===== config.mk =====
export PLATFORM = sky130hd
export DESIGN_NAME = decode_stage
export DESIGN_NICKNAME = d
export VERILOG_FILES = /design/src/rtl/decode_stage.sv
export SDC_FILE = /design/constraint.sdc
export NUM_CORES = 1
export LEC_CHECK = 0
export ABC_AREA = 1
export CORE_MARGIN = 5
export CORE_UTILIZATION = 35
export DETAILED_ROUTE_END_ITERATION = 12
export PLACE_DENSITY = 0.59
export SETUP_SLACK_MARGIN = 0.02
export SLEW_MARGIN = 20
export SYNTH_ARGS = -nofsm -noshare
export SYNTH_HDL_FRONTEND = slang
export SYNTH_SLANG_ARGS = --single-unit

===== constraint.sdc =====
create_clock -name i_clk -period 16.4 [get_ports i_clk]
set_input_delay 2.46 -clock i_clk [delete_from_list [all_inputs] [get_ports i_clk]]
set_output_delay 2.46 -clock i_clk [all_outputs]
set_load 0.005 [all_outputs]

===== src/rtl/decode_stage.sv =====
// RV32I decode: splits register fields, builds the immediate and a one-hot class vector.
// Latency 1 cycle (accept in n, visible in n+1); a one-entry skid buffer keeps full throughput.
// o_ready falls only while the skid entry is occupied; a held bundle stays stable until taken.
module decode_stage #(
  parameter int N_param = 32,
  parameter int CNT_W   = 16
) (
  input  logic               i_clk,
  input  logic               i_rst,
  input  logic               i_en,
  input  logic               i_flush,
  input  logic               i_valid,
  output logic               o_ready,
  input  logic [N_param-1:0] i_instruction,
  input  logic [N_param-1:0] i_pc,
  output logic               o_valid,
  input  logic               i_ready,
  output logic [4:0]         o_rd,
  output logic [4:0]         o_rs1,
  output logic [4:0]         o_rs2,
  output logic [2:0]         o_fun3,
  output logic [6:0]         o_fun7,
  output logic [N_param-1:0] o_imm,
  output logic [63:0]        o_Single_Instruction,
  output logic [N_param-1:0] o_pc,
  output logic [CNT_W-1:0]   o_unknown_count
);

  typedef struct packed {
    logic [4:0]         rd;
    logic [4:0]         rs1;
    logic [4:0]         rs2;
    logic [2:0]         fun3;
    logic [6:0]         fun7;
    logic [N_param-1:0] imm;
    logic [63:0]        cls;
    logic [N_param-1:0] pc;
  } bundle_t;

  function automatic bundle_t decode(input logic [31:0] inst, input logic [31:0] pc);
    bundle_t     b;
    logic [5:0]  idx;
    logic [31:0] imm;
    logic [31:0] imm_i, imm_s, imm_b, imm_u, imm_j, imm_sh, imm_csr;
    logic [6:0]  f7;
    logic [2:0]  f3;
    f7      = inst[31:25];
    f3      = inst[14:12];
    imm_i   = {{20{inst[31]}}, inst[31:20]};
    imm_s   = {{20{inst[31]}}, inst[31:25], inst[11:7]};
    imm_b   = {{19{inst[31]}}, inst[31], inst[7], inst[30:25], inst[11:8], 1'b0};
    imm_u   = {inst[31:12], 12'b0};
    imm_j   = {{11{inst[31]}}, inst[31], inst[19:12], inst[20], inst[30:21], 1'b0};
    imm_sh  = {27'b0, inst[24:20]};
    imm_csr = {20'b0, inst[31:20]};
    idx     = 6'd0;
    imm     = '0;
    // Every legal opcode ends in 2'b11, so a bad inst[1:0] falls through to UNKNOWN.
    case (inst[6:0])
      7'b0110011: begin
        case ({f7, f3})
          {7'h00, 3'b000}: idx = 6'd1;
          {7'h20, 3'b000}: idx = 6'd2;
          {7'h00, 3'b100}: idx = 6'd3;
          {7'h00, 3'b110}: idx = 6'd4;
          {7'h00, 3'b111}: idx = 6'd5;
          {7'h00, 3'b001}: idx = 6'd6;
          {7'h00, 3'b101}: idx = 6'd7;
          {7'h20, 3'b101}: idx = 6'd8;
          {7'h00, 3'b010}: idx = 6'd9;
          {7'h00, 3'b011}: idx = 6'd10;
          default:         idx = 6'd0;
        endcase
      end
      7'b0010011: begin
        imm = imm_i;
        case (f3)
          3'b000:  idx = 6'd11;
          3'b100:  idx = 6'd12;
          3'b110:  idx = 6'd13;
          3'b111:  idx = 6'd14;
          3'b010:  idx = 6'd18;
          3'b011:  idx = 6'd19;
          3'b001: begin
            idx = (f7 == 7'h00) ? 6'd15 : 6'd0;
            imm = imm_sh;
          end
          default: begin
            idx = (f7 == 7'h00) ? 6'd16 : (f7 == 7'h20) ? 6'd17 : 6'd0;
            imm = imm_sh;
          end
        endcase
      end
      7'b0000011: begin
        imm = imm_i;
        case (f3)
          3'b000:  idx = 6'd20;
          3'b001:  idx = 6'd21;
          3'b010:  idx = 6'd22;
          3'b100:  idx = 6'd23;
          3'b101:  idx = 6'd24;
          default: idx = 6'd0;
        endcase
      end
      7'b0100011: begin
        imm = imm_s;
        case (f3)
          3'b000:  idx = 6'd25;
          3'b001:  idx = 6'd26;
          3'b010:  idx = 6'd27;
          default: idx = 6'd0;
        endcase
      end
      7'b1100011: begin
        imm = imm_b;
        case (f3)
          3'b000:  idx = 6'd28;
          3'b001:  idx = 6'd29;
          3'b100:  idx = 6'd30;
          3'b101:  idx = 6'd31;
          3'b110:  idx = 6'd32;
          3'b111:  idx = 6'd33;
          default: idx = 6'd0;
        endcase
      end
      7'b1101111: begin idx = 6'd34; imm = imm_j; end
      7'b1100111: begin idx = (f3 == 3'b000) ? 6'd35 : 6'd0; imm = imm_i; end
      7'b0110111: begin idx = 6'd36; imm = imm_u; end
      7'b0010111: begin idx = 6'd37; imm = imm_u; end
      7'b1110011: begin
        imm = imm_csr;
        case (f3)
          3'b000: begin
            imm = '0;
            idx = (inst == 32'h0000_0073) ? 6'd38 :
                  (inst == 32'h0010_0073) ? 6'd39 : 6'd0;
          end
          3'b001:  idx = 6'd42;
          3'b010:  idx = 6'd43;
          3'b011:  idx = 6'd44;
          3'b101:  idx = 6'd45;
          3'b110:  idx = 6'd46;
          3'b111:  idx = 6'd47;
          default: idx = 6'd0;
        endcase
      end
      7'b0001111: begin
        case (f3)
          3'b000:  idx = 6'd40;
          3'b001:  idx = 6'd41;
          default: idx = 6'd0;
        endcase
      end
      default: idx = 6'd0;
    endcase
    if (idx == 6'd0) imm = '0;
    b.rd   = inst[11:7];
    b.rs1  = inst[19:15];
    b.rs2  = inst[24:20];
    b.fun3 = f3;
    b.fun7 = f7;
    b.imm  = imm;
    b.cls  = 64'd1 << idx;
    b.pc   = pc;
    return b;
  endfunction

  bundle_t          m_dat, s_dat, new_dat;
  logic             m_vld, s_vld;
  logic             accept, fire;
  logic [CNT_W-1:0] unk_cnt;

  assign new_dat = decode(i_instruction, i_pc);
  assign o_valid = m_vld & i_en;
  assign o_ready = ~s_vld & i_en & ~i_rst;
  assign accept  = i_valid & o_ready;
  assign fire    = o_valid & i_ready;

  always_ff @(posedge i_clk or posedge i_rst) begin
    if (i_rst) begin
      m_vld   <= 1'b0;
      s_vld   <= 1'b0;
      m_dat   <= '0;
      s_dat   <= '0;
      unk_cnt <= '0;
    end else begin
      // Counts every accepted UNKNOWN, including one discarded by a same-cycle flush.
      if (accept && new_dat.cls[0] && unk_cnt != '1)
        unk_cnt <= unk_cnt + CNT_W'(1);
      if (i_flush) begin
        m_vld <= 1'b0;
        s_vld <= 1'b0;
      end else if (i_en) begin
        if (fire && s_vld) begin
          m_dat <= s_dat;
          s_vld <= 1'b0;
        end else if (accept && (!m_vld || fire)) begin
          m_dat <= new_dat;
          m_vld <= 1'b1;
        end else if (accept) begin
          s_dat <= new_dat;
          s_vld <= 1'b1;
        end else if (fire) begin
          m_vld <= 1'b0;
        end
      end
    end
  end

  assign o_rd                 = m_dat.rd;
  assign o_rs1                = m_dat.rs1;
  assign o_rs2                = m_dat.rs2;
  assign o_fun3               = m_dat.fun3;
  assign o_fun7               = m_dat.fun7;
  assign o_imm                = m_dat.imm;
  assign o_Single_Instruction = m_dat.cls;
  assign o_pc                 = m_dat.pc;
  assign o_unknown_count      = unk_cnt;

endmodule


==> metrics.cfg <==
[worst_setup_path]
path_class = in -> out
rrSetupSlack_ns = 13.27
cp_cell_sequence = clkdlybuf4s50_1 -> nor2_1 -> clkdlybuf4s50_1
cp_common_cell = clkdlybuf4s50_1
crit_path_top_delay_cell = clkdlybuf4s50_1
endpoint = o_ready
r2r_end = o_Single_Instruction[27]
path_depth = 3
r2r_cells = 11
crit_start = i_rst
cpPeakStageDelay_ns = 0.53
worstPathMaxFanout = 3
crit_required_ns = 13.94
critPathArrivalTime_ns = 3.72
r2r_start = s_vld
startpoint_type = input port
crit_buf_inv = 2
critPathTopFamily = buffers and inverters
endpoint_kind = output port

[clocking]
clockBufferDepth = 3
clockRootBuffer = clkbuf_16
cts_tree = built
clock_sinks = 324
post_cts_buffers = 0
worst_setup_hold_path_clk_slew_ns = 0.06
cts_buffers = 38
cts_hold_buf = 0
clock_latency_ns = 0.55
cts_resized = 0
cts_max_level = 2

[sta]
drv_slew = 0
period_needed_ns = 6.185
max_slew.worst_pin.slew_ns = 1.040
slew_headroom = 0.2994
finClkSkew_ns = 0.02848
final.setup.tns_ns = 0
rsz0062_at_grt = no
fin_crit_sh = 0.3771
setup_ws_ns = 10.22
fmax_mhz = 161.7
hold_violations = 0
setup_viol = 0

[power]
power.leakage_nw = 9.787
ir_worst_vdd_mv = 0.06088
p_per_area_nw_per_um2 = 103.1

[grt]
grt_max_degree = 101
antenna_found_initial = 3
gr-total-overflow = 0
grt_pass1_wl_mm = 76.20
grt.total_usage = 0.1973
grt_pass1_vias = 13500

[min_path]
hp-class = reg -> reg
min_delay_path_depth = 2

[routing]
wl_mm = 48.12
drt-initial-drc-count = 1264
vias_per_cell = 4.934
via_count = 13950
wire_per_inst_um = 17.02
dr.pass1.iters = 5
remaining_drc_errors = 0
ant_nets = 0

[die]
std_cell_rows = 77
io_pins = 241
core_area_um2 = 43930
die_width_um = 220.0
dieArea_um2 = 48410
die_height_um = 220.0
initial_core_util = 0.3514

[job]
cap_viol_max_count = 0

[outcome]
status = complete, no violations

[placed_design]
dp_cells = 2766
io_buffers = 240
hpwl_mm = 32.52
gp_congestion = 0.8506
place_ws_ns = 10.20

[final_layout]
final_common_cell = nand2_1
drive_gt1_frac = 0.05058
synthToLayoutAreaGrowth_pct = 26.06
layoutNonFillerInstCount = 2827
fin_nets = 2285
final_cell_mix = nand2_1, dfrtp_1, nor2_1, clkdlybuf4s50_1, o21ai_0

[yosys]
synth_fp_nets = 2108
synth_area_per_cell_um2 = 7.578
ys.flop_type = dfrtp_1
netlist_area_um2 = 15440
synth_seq_cells = 324
ys_warn_count = 0
netlist_instances = 2037
yosysUniqueCellTypes = 42
yosysSeqAreaShare = 0.5252
async_flop_share = 1.000
synth_edf_count = 0

per-layer routing:
metal / track usage / share of wire / vias to the layer above
li1: - / - / 6815
met1: 0.2805 / 0.46 / 6605
met2: 0.3012 / 0.44 / 450
met3: 0.04245 / 0.070 / 74
met4: 0.06449 / 0.027 / 4
met5: 0 / 0.00083 / -
cells in the mapped netlist (all sizes together) (3+ instances only):
master	instances	area [um2]
clkbuf	84	316.6
dfrtp	324	8108
xnor2	8	70.07
xor2	6	52.55
o22ai	4	25.02
o21ai	160	804.5
buf	32	170.2
o31ai	18	135.1
nand2	797	3009
nor3	18	90.09
a31oi	58	362.9
nand4	7	43.79
a21o	3	22.52
nor2	310	1227
inv	93	351.6
nand3	82	442.9
a21oi	23	118.9
cell type report:
| type | instances | area (um2) |
|---|---|---|
| fillers | 4449 | 24470 |
| clock inverters | 10 | 156.4 |
| flip-flops and latches | 324 | 8108 |
| inverters | 93 | 369.1 |
| clock buffers | 50 | 1057 |
| diodes | 1 | 2.502 |
| well taps | 592 | 740.7 |
| repair buffers | 253 | 2504 |
| multi-input cells | 1504 | 6523 |
worst register-to-register path, cell delays in order (launching register included):
cell and delay (ns):
dfrtp_1 0.39, inv_1 0.12, nand2_1 0.06, nor2_1 0.16, nand2_1 0.13, nor2_1 0.23
o21ai_4 0.25, inv_4 0.39, buf_4 0.78, o21ai_0 0.25, a21o_1 0.25, nand2_1 0.07
metrics by stage:
stage	hold slack (ns)	power, mW	area [um2]	utilization
finish	0.4759	2.006	19460	0.4430
detailed placement	0.4649	1.179	18240	0.4151
floorplan	0.4440	1.032	15440	-
CTS	0.4807	2.035	19450	0.4427
global route	0.5012	2.103	19460	0.4430
global placement	0.4608	1.173	18230	0.4150
kinds of logic (layout without fill, tap and decap cells):
kind of cell,after synthesis,count (layout),share of synthesized area
compound gates,270,270,0.09734
xor+xnor,14,14,0.007943
fa+ha+maj,1,1,0.0008104
buf+inv,209,406,0.05430
flops,324,324,0.5252
other cells,0,1,0
simple gates,1219,1219,0.3144
report_power, final:
group / internal [mW] / switching, mW
Clock: 0.513 / 0.330
Combinational: 0.126 / 0.125
Sequential: 0.869 / 0.0437
state kept, by name, indices dropped and copies added (netlist names):
| register | flops |
|---|---|
| s_dat | 153 |
| o_Single_Instruction | 64 |
| o_imm | 32 |
| o_pc | 32 |
| o_unknown_count | 16 |
| o_fun7 | 7 |
| o_rd | 5 |
| o_rs1 | 5 |
| o_rs2 | 5 |
| o_fun3 | 3 |
| m_vld | 1 |
| s_vld | 1 |
worst min path at each step:
stage / start / endpoint / slack [ns]
after floorplan: s_dat[55] / s_dat[55] / 0.44
after global placement: s_dat[68] / s_dat[68] / 0.46
after detailed placement: s_dat[9] / s_dat[9] / 0.46
after CTS: s_dat[9] / s_dat[9] / 0.48
after global routing: s_dat[20] / s_dat[20] / 0.50
final: o_imm[17] / o_imm[17] / 0.48
(Power assumes the default switching activity.)
